File: src/rtl/lab1_imul_int_mul_iter.sv
// Iterative shift-add multiplier (MUL/MULH/MULHSU/MULHU) behind val/rdy request/response ports.
// Optional variable-latency early exit: define LAB1_IMUL_EARLY_EXIT_EN.
module lab1_imul_int_mul_iter #(
   parameter int unsigned p_nbits = 32
) (
   input  logic                   clk,
   input  logic                   reset,
   input  logic                   req_val,
   output logic                   req_rdy,
   input  logic [2*p_nbits+1:0]   req_msg,
   output logic                   resp_val,
   input  logic                   resp_rdy,
   output logic [p_nbits-1:0]     resp_msg
);

   localparam int unsigned N  = p_nbits;
   localparam int unsigned CW = $clog2(N);

   typedef enum logic [1:0] {
      IDLE,
      CALC,
      DONE
   } state_t;

   typedef enum logic [1:0] {
      OP_MUL    = 2'd0,
      OP_MULH   = 2'd1,
      OP_MULHSU = 2'd2,
      OP_MULHU  = 2'd3
   } op_t;

   state_t           state;
   state_t           state_next;

   logic [1:0]       op_r;
   logic [2*N-1:0]   a_sh;
   logic [N-1:0]     b_r;
   logic [2*N-1:0]   acc;
   logic [CW-1:0]    count;
   logic             neg;

   // Request decode
   logic [1:0]       in_op;
   logic [N-1:0]     in_a;
   logic [N-1:0]     in_b;
   logic             in_a_neg;
   logic             in_b_neg;
   logic [N-1:0]     in_a_mag;
   logic [N-1:0]     in_b_mag;

   always_comb begin
      in_op    = req_msg[2*N+1:2*N];
      in_a     = req_msg[2*N-1:N];
      in_b     = req_msg[N-1:0];
      in_a_neg = ((in_op == OP_MULH) || (in_op == OP_MULHSU)) && in_a[N-1];
      in_b_neg = (in_op == OP_MULH) && in_b[N-1];
      in_a_mag = in_a_neg ? -in_a : in_a;
      in_b_mag = in_b_neg ? -in_b : in_b;
   end

   logic             accept;
   logic             calc_last;
   logic [2*N-1:0]   acc_step;

   always_comb begin
      accept   = req_val && req_rdy;
      acc_step = b_r[0] ? (acc + a_sh) : acc;
`ifdef LAB1_IMUL_EARLY_EXIT_EN
      // Nothing left to add once every bit above the one consumed this cycle is zero.
      calc_last = (count == CW'(N - 1)) || (b_r[N-1:1] == '0);
`else
      calc_last = (count == CW'(N - 1));
`endif
   end

   // State register
   always_ff @(posedge clk) begin
      if (reset) begin
         state <= IDLE;
      end else begin
         state <= state_next;
      end
   end

   // Next-state logic
   always_comb begin
      state_next = state;
      case (state)
         IDLE:    if (req_val)   state_next = CALC;
         CALC:    if (calc_last) state_next = DONE;
         DONE:    if (resp_rdy)  state_next = IDLE;
         default:                state_next = IDLE;
      endcase
   end

   // Datapath registers
   always_ff @(posedge clk) begin
      if (reset) begin
         op_r  <= '0;
         a_sh  <= '0;
         b_r   <= '0;
         acc   <= '0;
         count <= '0;
         neg   <= 1'b0;
      end else begin
         case (state)
            IDLE: begin
               if (accept) begin
                  op_r  <= in_op;
                  a_sh  <= {{N{1'b0}}, in_a_mag};
                  b_r   <= in_b_mag;
                  acc   <= '0;
                  count <= '0;
                  neg   <= in_a_neg ^ in_b_neg;
               end
            end
            CALC: begin
               acc   <= acc_step;
               a_sh  <= a_sh << 1;
               b_r   <= b_r >> 1;
               count <= count + CW'(1);
            end
            default: begin
            end
         endcase
      end
   end

   logic [2*N-1:0]   prod;

   // Output logic; everything forced low while reset is asserted
   always_comb begin
      prod     = neg ? -acc : acc;
      req_rdy  = !reset && (state == IDLE);
      resp_val = !reset && (state == DONE);
      resp_msg = '0;
      if (!reset) begin
         resp_msg = (op_r == OP_MUL) ? prod[N-1:0] : prod[2*N-1:N];
      end
   end

endmodule
File: config.mk
export PLATFORM = sky130hd
export DESIGN_NAME = lab1_imul_int_mul_iter
export DESIGN_NICKNAME = d
export VERILOG_FILES = /design/src/rtl/lab1_imul_int_mul_iter.sv
export SDC_FILE = /design/constraint.sdc
export NUM_CORES = 1
export LEC_CHECK = 0
export ABC_AREA = 1
export BUFFER_PORTS_ARGS = -buffer_cell sky130_fd_sc_hd__buf_2
export CAP_MARGIN = 15
export CORE_UTILIZATION = 55
export CTS_CLUSTER_DIAMETER = 100
export DETAILED_ROUTE_END_ITERATION = 8
export PLACE_DENSITY = 0.73
export SYNTH_ARGS = -nofsm -noshare
export SYNTH_HDL_FRONTEND = slang
export SYNTH_SLANG_ARGS = --single-unit
File: constraint.sdc
create_clock -name clk -period 4.8 [get_ports clk]
set_clock_uncertainty 0.15 [all_clocks]
set_input_delay 0.72 -clock clk [delete_from_list [all_inputs] [get_ports clk]]
set_output_delay 0.72 -clock clk [all_outputs]
set_load 0.03 [all_outputs]
==> results of run 1 <==
==> cells in the mapped netlist, drive strengths merged (4+ instances only) <==
| master | instances | share of area [%] |
|---|---|---|
| o21ai | 96 | 2.9 |
| nor2 | 274 | 6.7 |
| o22ai | 11 | 0.41 |
| nor3 | 40 | 1.5 |
| o21bai | 4 | 0.18 |
| nand3 | 281 | 8.6 |
| inv | 533 | 12 |
| nand4 | 40 | 1.5 |
| a21oi | 232 | 7.1 |
| ha | 69 | 5.2 |
| buf | 48 | 1.4 |
| nand2 | 1105 | 25 |
| o211ai | 9 | 0.41 |
| or2 | 22 | 0.83 |
| nor4 | 4 | 0.23 |
| o31ai | 4 | 0.21 |
| nand3b | 11 | 0.57 |
| a21o | 4 | 0.18 |
| xor2 | 18 | 0.95 |
| a31oi | 46 | 1.7 |
| dfxtp | 170 | 20 |
| clkbuf | 40 | 0.90 |
==> placed cells by master (no fill, tap or decap), types with 4 or more instances in the layout <==
| master | n |
|---|---|
| or2_2 | 21 |
| a21o_1 | 4 |
| buf_2 | 102 |
| inv_1 | 522 |
| ha_1 | 69 |
| inv_6 | 8 |
| o21ai_0 | 87 |
| inv_2 | 11 |
| o211ai_1 | 9 |
| nand2_2 | 16 |
| nor2_1 | 250 |
| nand4_1 | 39 |
| a21oi_1 | 228 |
| nor2_2 | 17 |
| nand3b_1 | 10 |
| o21ai_1 | 8 |
| nor2_4 | 7 |
| o21bai_1 | 4 |
| buf_4 | 13 |
| nand3_1 | 276 |
| nand2_1 | 1088 |
| nor3_1 | 34 |
| dfxtp_1 | 169 |
| clkbuf_16 | 17 |
| nand3_2 | 5 |
| xor2_1 | 18 |
| o22ai_1 | 11 |
| a31oi_1 | 46 |
==> state kept, by name, indices dropped and copies added (netlist names) <==
name and count:
a_sh 64, acc 64, b_r 32, count 5, neg 1, op_r 2, state 2
==> path summary, 6_finish.rpt <==
check | depth (start not counted) | endpoint | start | slack (ns)
setup reg to reg | 9 | a_sh[30] | state[1] | 1.77
setup / recovery | 13 | resp_msg[18] | acc[1] | 1.02
hold / removal | 2 | b_r[31] | b_r[31] | 0.32
hold reg to reg | 2 | b_r[31] | b_r[31] | 0.32
==> power breakdown <==
| group | total (mW) | switching (mW) | internal [mW] |
|---|---|---|---|
| clock network | 1.36 | 0.681 | 0.681 |
| registers | 1.50 | 0.0430 | 1.45 |
| logic | 0.780 | 0.544 | 0.236 |
| total | 3.64 | 1.27 | 2.37 |
==> per-stage QoR <==
step	utilization, %	worst slack (ns)	area [µm²]
finish	60.6	1.02	18000
floorplan	-	1.91	16700
detailed placement	58.7	1.48	17400
global placement	58.7	1.52	17400
CTS	60.6	1.04	18000
global route	60.6	0.845	18000
==> per-layer routing <==
layer / wire, µm / part of all wire, %
met4: 1610 / 2.8
met3: 5190 / 9.0
met5: 0 / 0
met2: 26100 / 45
met1: 24900 / 43
==> worst min-delay path: stages (launching register included) <==
cell	delay, ns
dfxtp_1	0.31
nand2_1	0.06
a21oi_1	0.05
==> cell families (layout without fill, tap and decap cells) <==
group,count (synthesis),in the layout
compound gates,417,417
xor+xnor,20,20
fa+ha+maj,70,70
buf+inv,622,683
flops,170,170
simple gates,1782,1782
==> layout make-up <==
class                           instances  share of cell area [%]
Inverter                              534                    11.1
Tap cell                              390                    2.71
Sequential cell                       170                    18.9
Multi-Input combinational cell       2289                    60.6
Clock buffer                           17                    2.36
Timing Repair Buffer                  117                    3.55
Clock inverter                         15                   0.750
==> flow_metrics.py, run 1 <==
metrics = {
    "placed_design": {
        "globalplace.congestion": 0.996,
        "numPortBuffers": 103,
        "dp_cells": 3500,
        "dp_hpwl_mm": 45.6,
    },
    "floorplanning": {
        "fp.dieH_um": 176,
        "ios": 104,
        "rows": 63,
        "core_mm2": 0.0297,
        "dieArea_mm2": 0.0310,
        "start_util_pct": 56.1,
        "die_w_um": 176,
    },
    "clock_network": {
        "cts-root-buf": "clkbuf_16",
        "path_clk_slew_ns": 0.07,
        "cts_tree": "built",
        "postCtsSetupRepairBufs": 0,
        "ctsHoldBuffers": 0,
        "cts_resized": 0,
        "cts_sinks": 170,
        "h-tree-depth": 4,
        "cts_buffers": 17,
        "clock_latency_ns": 0.47,
        "clock_path_buffers": 2,
    },
    "sta": {
        "finalSetupViolations": 0,
        "tns_ns": 0,
        "finalHoldWorstSlack_ns": 0.322,
        "hold_viol_final": 0,
        "fmax_mhz": 264,
        "tightest_slew_ns": 1.04,
        "relSlewSlack_pct": 30.9,
        "period_share_pct": 78.9,
        "rsz0062_at_grt": "no",
        "slew_violations": 0,
        "post-route-min-period_ns": 3.78,
    },
    "global_route": {
        "grt_pass1_wl_mm": 91.5,
        "use_met1_pct": 49.4,
        "grt_overflow_total": 0,
        "busiest_layer": "met2",
        "grt.met3_usage_pct": 7.06,
        "antenna_found_initial": 0,
        "met2_usage_pct": 61.0,
        "track_usage_pct": 37.5,
        "grt_pass1_vias": 17600,
        "grt_max_degree": 89,
    },
    "final_layout": {
        "nets": 3269,
        "multi_input_area_mm2": 0.0109,
        "final_cells": 3532,
        "n_antenna_cell": 0,
        "regArea_mm2": 0.00340,
        "synthToLayoutAreaGrowth_pct": 8.01,
        "drive_gt1_share_pct": 7.77,
        "fillCellCount": 3153,
    },
    "routing": {
        "drc": 0,
        "vias": 19600,
        "wl_per_cell_um": 16.4,
        "routed_wl_mm": 57.8,
        "drt_pre_antenna_iters": 6,
        "final_antenna_net_count": 0,
        "viasPerCell": 5.55,
        "drt-initial-drc-count": 2097,
    },
    "power": {
        "max-vdd-ir-drop_mv": 0.247,
        "power_leakage_nw": 9.58,
        "power_mw": 3.64,
        "p_per_area_mw_per_mm2": 202,
    },
    "job": {
        "cap_violations": 0,
    },
    "logic_synthesis": {
        "synth.distinct_cells": 54,
        "synthFlopType": "dfxtp_1",
        "syn_inst": 3081,
        "ys_warn_count": 0,
        "synth-compound-area-share_pct": 13.7,
        "synth_area_mm2": 0.0167,
        "synth_edf_count": 0,
        "syn_area_per_cell_um2": 5.41,
        "synth_nets": 3221,
        "yosys.area_share.simple_pct": 45.3,
        "ys_ff_latch": 170,
        "synth-seq-area-share_pct": 20.4,
        "synth_fa_ha_area_share_pct": 5.30,
        "synth_xor_xnor_area_share_pct": 1.05,
        "synth_top_family_by_area": "simple AND/OR/NAND/NOR gates",
        "synthMuxAreaShare_pct": 0,
        "async_flop_share_pct": 0,
    },
    "critical_path": {
        "critical_path.cell_chain": "inv_1 -> ha_1 -> nand3_1 -> nor2_2 -> nand2_2 -> inv_2 -> nand2_4 -> o21ai_4 -> nand3_1 -> nand2_1 -> o22ai_1 -> nor2_1 -> buf_2",
        "worst-setup-path-type": "reg2out",
        "crit_arrival_ns": 2.91,
        "critPathRequiredTime_ns": 3.93,
        "cpMostUsedCell": "nand3_1",
        "crit_path_max_fanout": 8,
        "cpLargestDelayFamily": "simple AND/OR/NAND/NOR gates",
        "slowest_delay_ns": 0.33,
        "cp_slowest_cell": "dfxtp_1",
        "worst_setup_path_start_kind": "flip-flop",
        "endpoint_kind": "output pin",
        "cp_num_buf_inv": 3,
    },
    "status": {
        "status": "complete, no violations",
    },
    "worst_hold_path": {
        "min_path_type": "reg2reg",
    },
}
Note: power is estimated with default switching activity, not from simulation.
==> run 2, diff against run 1 <==
clock period = 3.8 ns   (was 4.8 ns; I/O delays follow)
==> flow_metrics.py, run 2 (synthesis results as in run 1) <==
metrics = {
    "status": {
        "status": "complete, no violations",
    },
    "power": {
        "p_per_area_mw_per_mm2": 261,
        "power_leakage_nw": 9.67,
        "p_sw_share_pct": 33.5,
        "p_seq_share_pct": 39.8,
        "max-vdd-ir-drop_mv": 0.322,
        "internal_power_mw": 3.15,
        "comb_power_share_pct": 21.3,
        "clkPwrFrac_pct": 38.9,
        "power_switching_mw": 1.58,
        "power_mw": 4.73,
    },
    "final_layout": {
        "nets": 3279,
        "drive_gt1_share_pct": 8.03,
        "synthToLayoutAreaGrowth_pct": 8.91,
        "final_cells": 3541,
        "layout_commonest_cell": "nand2_1",
        "layout_common_cells": "nand2_1 (1088), inv_1 (522), nand3_1 (276), nor2_1 (250), a21oi_1 (228)",
        "fin_area_mm2": 0.0182,
        "top_regs": "a_sh: 64 flops, acc: 64 flops, b_r: 32 flops",
        "n_antenna_cell": 0,
        "multi_input_area_mm2": 0.0109,
        "finish.utilization_pct": 61.1,
        "regArea_mm2": 0.00340,
        "fillCellCount": 3048,
    },
    "global_route": {
        "antenna_found_initial": 0,
        "met2_usage_pct": 60.8,
        "busiest_layer": "met2",
        "track_usage_pct": 38.2,
        "grt_overflow_total": 0,
        "grt_pass1_wl_mm": 93.1,
        "grt.met3_usage_pct": 6.40,
        "grt_pass1_vias": 18000,
        "use_met1_pct": 50.8,
        "grt_max_degree": 91,
    },
    "routing": {
        "viasPerCell": 5.57,
        "drc": 0,
        "drt_pre_antenna_iters": 7,
        "wl_per_cell_um": 16.7,
        "vias": 19700,
        "routed_wl_mm": 59.2,
        "drt-initial-drc-count": 2070,
        "final_antenna_net_count": 0,
    },
    "clock_network": {
        "clock_latency_ns": 0.45,
        "path_clk_slew_ns": 0.07,
        "cts_tree": "built",
        "h-tree-depth": 4,
        "postCtsSetupRepairBufs": 0,
        "cts_sinks": 170,
        "cts_buffers": 17,
        "ctsHoldBuffers": 0,
        "cts-root-buf": "clkbuf_16",
        "clock_path_buffers": 2,
        "cts_resized": 0,
    },
    "critical_path": {
        "worst_setup_path_start_kind": "flip-flop",
        "endpoint_kind": "output pin",
        "cpMostUsedCell": "nand3_1",
        "cp_slowest_cell": "dfxtp_1",
        "critical_path.cell_chain": "inv_1 -> ha_1 -> nand3_1 -> nor2_2 -> nand2_2 -> inv_2 -> nand2_4 -> o21ai_4 -> nand3_1 -> nand2_1 -> o22ai_1 -> nor2_1 -> buf_2",
        "crit_path_max_fanout": 8,
        "slowest_delay_ns": 0.33,
        "crit_arrival_ns": 2.85,
        "worst-setup-path-type": "reg2out",
        "critPathRequiredTime_ns": 3.08,
    },
    "sta": {
        "post-route-min-period_ns": 3.57,
        "fmax_mhz": 280,
        "hold_viol_final": 0,
        "rsz0062_at_grt": "no",
        "tns_ns": 0,
        "period_share_pct": 93.8,
        "slew_violations": 0,
        "finalHoldWorstSlack_ns": 0.219,
        "worst_slack_ns": 0.234,
        "relSlewSlack_pct": 29.8,
        "finalSetupViolations": 0,
        "tightest_slew_ns": 1.05,
    },
    "placed_design": {
        "placed_area_mm2": 0.0176,
        "globalplace.congestion": 0.999,
        "dp_cells": 3510,
        "dp_hpwl_mm": 46.5,
        "place_ws_ns": 0.719,
        "numPortBuffers": 103,
    },
    "floorplanning": {
        "ios": 104,
        "start_util_pct": 56.1,
        "core_mm2": 0.0297,
        "dieArea_mm2": 0.0310,
        "rows": 63,
        "die_w_um": 176,
        "fp.dieH_um": 176,
    },
    "worst_hold_path": {
        "min_path_type": "in2reg",
    },
    "job": {
        "cap_violations": 0,
    },
}
run 2: changes by cell type in the layout (fill, tap and decap cells not counted), moves of 3 or more:
cell / delta
buf_12: +3
buf_4: +7
inv_8: +3
inv_6: -4
run 2: final timing paths:
path                                   from      endpoint  slack (ns)  depth (start not counted)
worst max-delay path                 acc[1]  resp_msg[18]        0.23                         13
worst min register to register      b_r[31]       b_r[31]        0.32                          2
worst min-delay path            req_msg[64]       op_r[0]        0.22                          3
worst max register to register      a_sh[0]       acc[40]        0.97                         14
run 2: area by class of cell:
type                    instances  share of cell area [%]
clock buffers                  18                    2.42
flip-flops and latches        170                    18.8
repair buffers                127                    4.14
inverters                     534                    11.0
well taps                     390                    2.69
clock inverters                13                   0.875
multi-input cells            2289                    60.1
run 2: per-layer routing:
metal	wire, µm	up-vias
met5	0	-
met4	2470	0
met3	5260	145
met2	25900	895
met1	25500	8823
li1	-	9846
run 2: power groups by stage:
stage	combinational (mW)	sequential [mW]	clock (mW)
finish	1.01	1.88	1.84
global route	1.11	1.89	1.91
CTS	0.993	1.88	1.86
detailed placement	0.989	1.92	0
global placement	0.966	1.92	0
floorplan	0.709	1.90	0
run 2: worst max-delay path: cells and delay by family (launching register included):
family | cells | cell delay, ns
AND/OR/NAND/NOR | 7 | 1.01
buffers and inverters | 3 | 0.51
flip-flops | 1 | 0.33
AO/OA/AOI/OAI | 2 | 0.33
adder cells (fa/ha/maj) | 1 | 0.21
==> run 3, diff against run 2 <==
GPL_TIMING_DRIVEN = 0   (was default)
==> flow_metrics.py, run 3 (synthesis results as in run 1) <==
metrics = {
    "global_route": {
        "grt_pass1_vias": 18600,
        "grt_pass1_wl_mm": 99.9,
        "grt_overflow_total": 0,
        "antenna_found_initial": 0,
        "track_usage_pct": 41.8,
        "grt_max_degree": 17,
    },
    "sta": {
        "finalSetupViolations": 0,
        "rsz0062_at_grt": "no",
        "hold_viol_final": 0,
        "slew_violations": 0,
        "post-route-min-period_ns": 3.67,
        "period_share_pct": 96.5,
        "tightest_slew_ns": 1.03,
        "fmax_mhz": 273,
        "finalHoldWorstSlack_ns": 0.214,
        "relSlewSlack_pct": 31.4,
        "tns_ns": 0,
    },
    "final_layout": {
        "n_antenna_cell": 0,
        "nets": 3343,
        "final_cells": 3606,
        "synthToLayoutAreaGrowth_pct": 9.31,
        "top_regs": "a_sh: 64 flops, acc: 64 flops, b_r: 32 flops",
        "drive_gt1_share_pct": 7.99,
        "layout_commonest_cell": "nand2_1",
        "fin_area_mm2": 0.0182,
        "layout_common_cells": "nand2_1 (1088), inv_1 (523), nand3_1 (276), nor2_1 (253), a21oi_1 (229)",
    },
    "placed_design": {
        "dp_cells": 3574,
        "globalplace.congestion": 1.05,
        "placed_area_mm2": 0.0177,
        "dp_hpwl_mm": 53.1,
        "numPortBuffers": 103,
    },
    "clock_network": {
        "path_clk_slew_ns": 0.07,
        "clock_path_buffers": 2,
        "h-tree-depth": 4,
        "cts_buffers": 17,
        "clock_latency_ns": 0.46,
        "cts_sinks": 170,
        "postCtsSetupRepairBufs": 0,
        "cts_tree": "built",
        "cts-root-buf": "clkbuf_16",
    },
    "worst_hold_path": {
        "holdCritStartpoint": "req_msg[64]",
        "holdPathEnd": "op_r[0]",
        "hold_depth": 3,
        "min_path_type": "in2reg",
    },
    "power": {
        "power_mw": 4.69,
        "p_per_area_mw_per_mm2": 257,
        "max-vdd-ir-drop_mv": 0.350,
        "power_leakage_nw": 9.71,
    },
    "critical_path": {
        "reg2reg_depth": 14,
        "cp_num_buf_inv": 3,
        "critical_path.cell_chain": "inv_1 -> ha_1 -> nand3_1 -> nor2_2 -> nand2_2 -> inv_2 -> nand2_4 -> o21ai_4 -> nand3_1 -> nand2_1 -> o22ai_2 -> nor2_1 -> buf_2",
        "worst_setup_path_start_kind": "flip-flop",
        "cpMostUsedCell": "nand3_1",
        "cp_slowest_cell": "dfxtp_1",
        "reg2reg_from": "acc[26]",
        "critPathRequiredTime_ns": 3.08,
        "cpLargestDelayFamily": "simple AND/OR/NAND/NOR gates",
        "endpoint_kind": "output pin",
        "r2r_slack_ns": 0.95,
        "crit_arrival_ns": 2.95,
        "cp.depth": 13,
        "worst-setup-path-type": "reg2out",
        "slowest_delay_ns": 0.33,
        "r2r_end": "acc[59]",
        "crit_path_max_fanout": 8,
    },
    "floorplanning": {
        "core_mm2": 0.0297,
        "fp.dieH_um": 176,
        "dieArea_mm2": 0.0310,
        "rows": 63,
        "start_util_pct": 56.1,
        "die_w_um": 176,
        "ios": 104,
    },
    "job": {
        "cap_violations": 0,
    },
    "routing": {
        "viasPerCell": 5.73,
        "routed_wl_mm": 65.4,
        "drt_pre_antenna_iters": 5,
        "wl_per_cell_um": 18.1,
        "final_antenna_net_count": 0,
        "vias": 20700,
        "drc": 0,
        "drt-initial-drc-count": 2442,
    },
    "status": {
        "status": "complete, no violations",
    },
}
==> run 3: how the worst max path moves through the flow <==
stage,from,to,slack (ns)
detailed placement,acc[1],resp_msg[18],0.58
floorplan,acc[1],resp_msg[30],1.06
global route,acc[1],resp_msg[18],0.04
finish,acc[1],resp_msg[18],0.13
CTS,acc[1],resp_msg[18],0.09
global placement,acc[1],resp_msg[18],0.61
==> run 3: timing repair <==
action / in CTS / in global routing
gates resized for setup: 0 / 1
hold buffers: 0 / 0
setup endpoints to repair: 0 / 1
==> run 3: metrics by stage <==
stage	worst slack (ns)	utilization (%)
after floorplan	1.06	-
after global placement	0.610	59.5
after detailed placement	0.581	59.5
after global routing	0.0420	61.3
final	0.132	61.3
after CTS	0.0872	61.3
==> run 3: worst min-delay path, cell delays in order <==
cell     delay (ns)
buf_2          0.11
nand2_1        0.06
nand2_1        0.05
==> run 3: final cells by class <==
type / count / area (µm²)
Buffer: 88 / 378
Clock buffer: 18 / 429
Clock inverter: 14 / 113
Fill cell: 3114 / 11500
Inverter: 534 / 2000
Multi-Input combinational cell: 2289 / 10900
Sequential cell: 170 / 3400
Tap cell: 390 / 488
Timing Repair Buffer: 103 / 515
==> run 3: where the power goes <==
| group | internal (mW) | total [mW] | switching [mW] | leakage (nW) |
|---|---|---|---|---|
| clock network | 0.853 | 1.70 | 0.842 | 0.267 |
| registers | 1.84 | 1.88 | 0.0465 | 1.38 |
| logic | 0.317 | 1.11 | 0.795 | 8.07 |
==> run 3: metal layers <==
layer | up-vias | global-route usage [%] | part of all wire, %
met5 | - | 0 | 0
met2 | 1111 | 65.1 | 43
met1 | 9376 | 55.4 | 42
met4 | 0 | 19.1 | 4.3
met3 | 193 | 8.44 | 11
li1 | 9982 | - | -
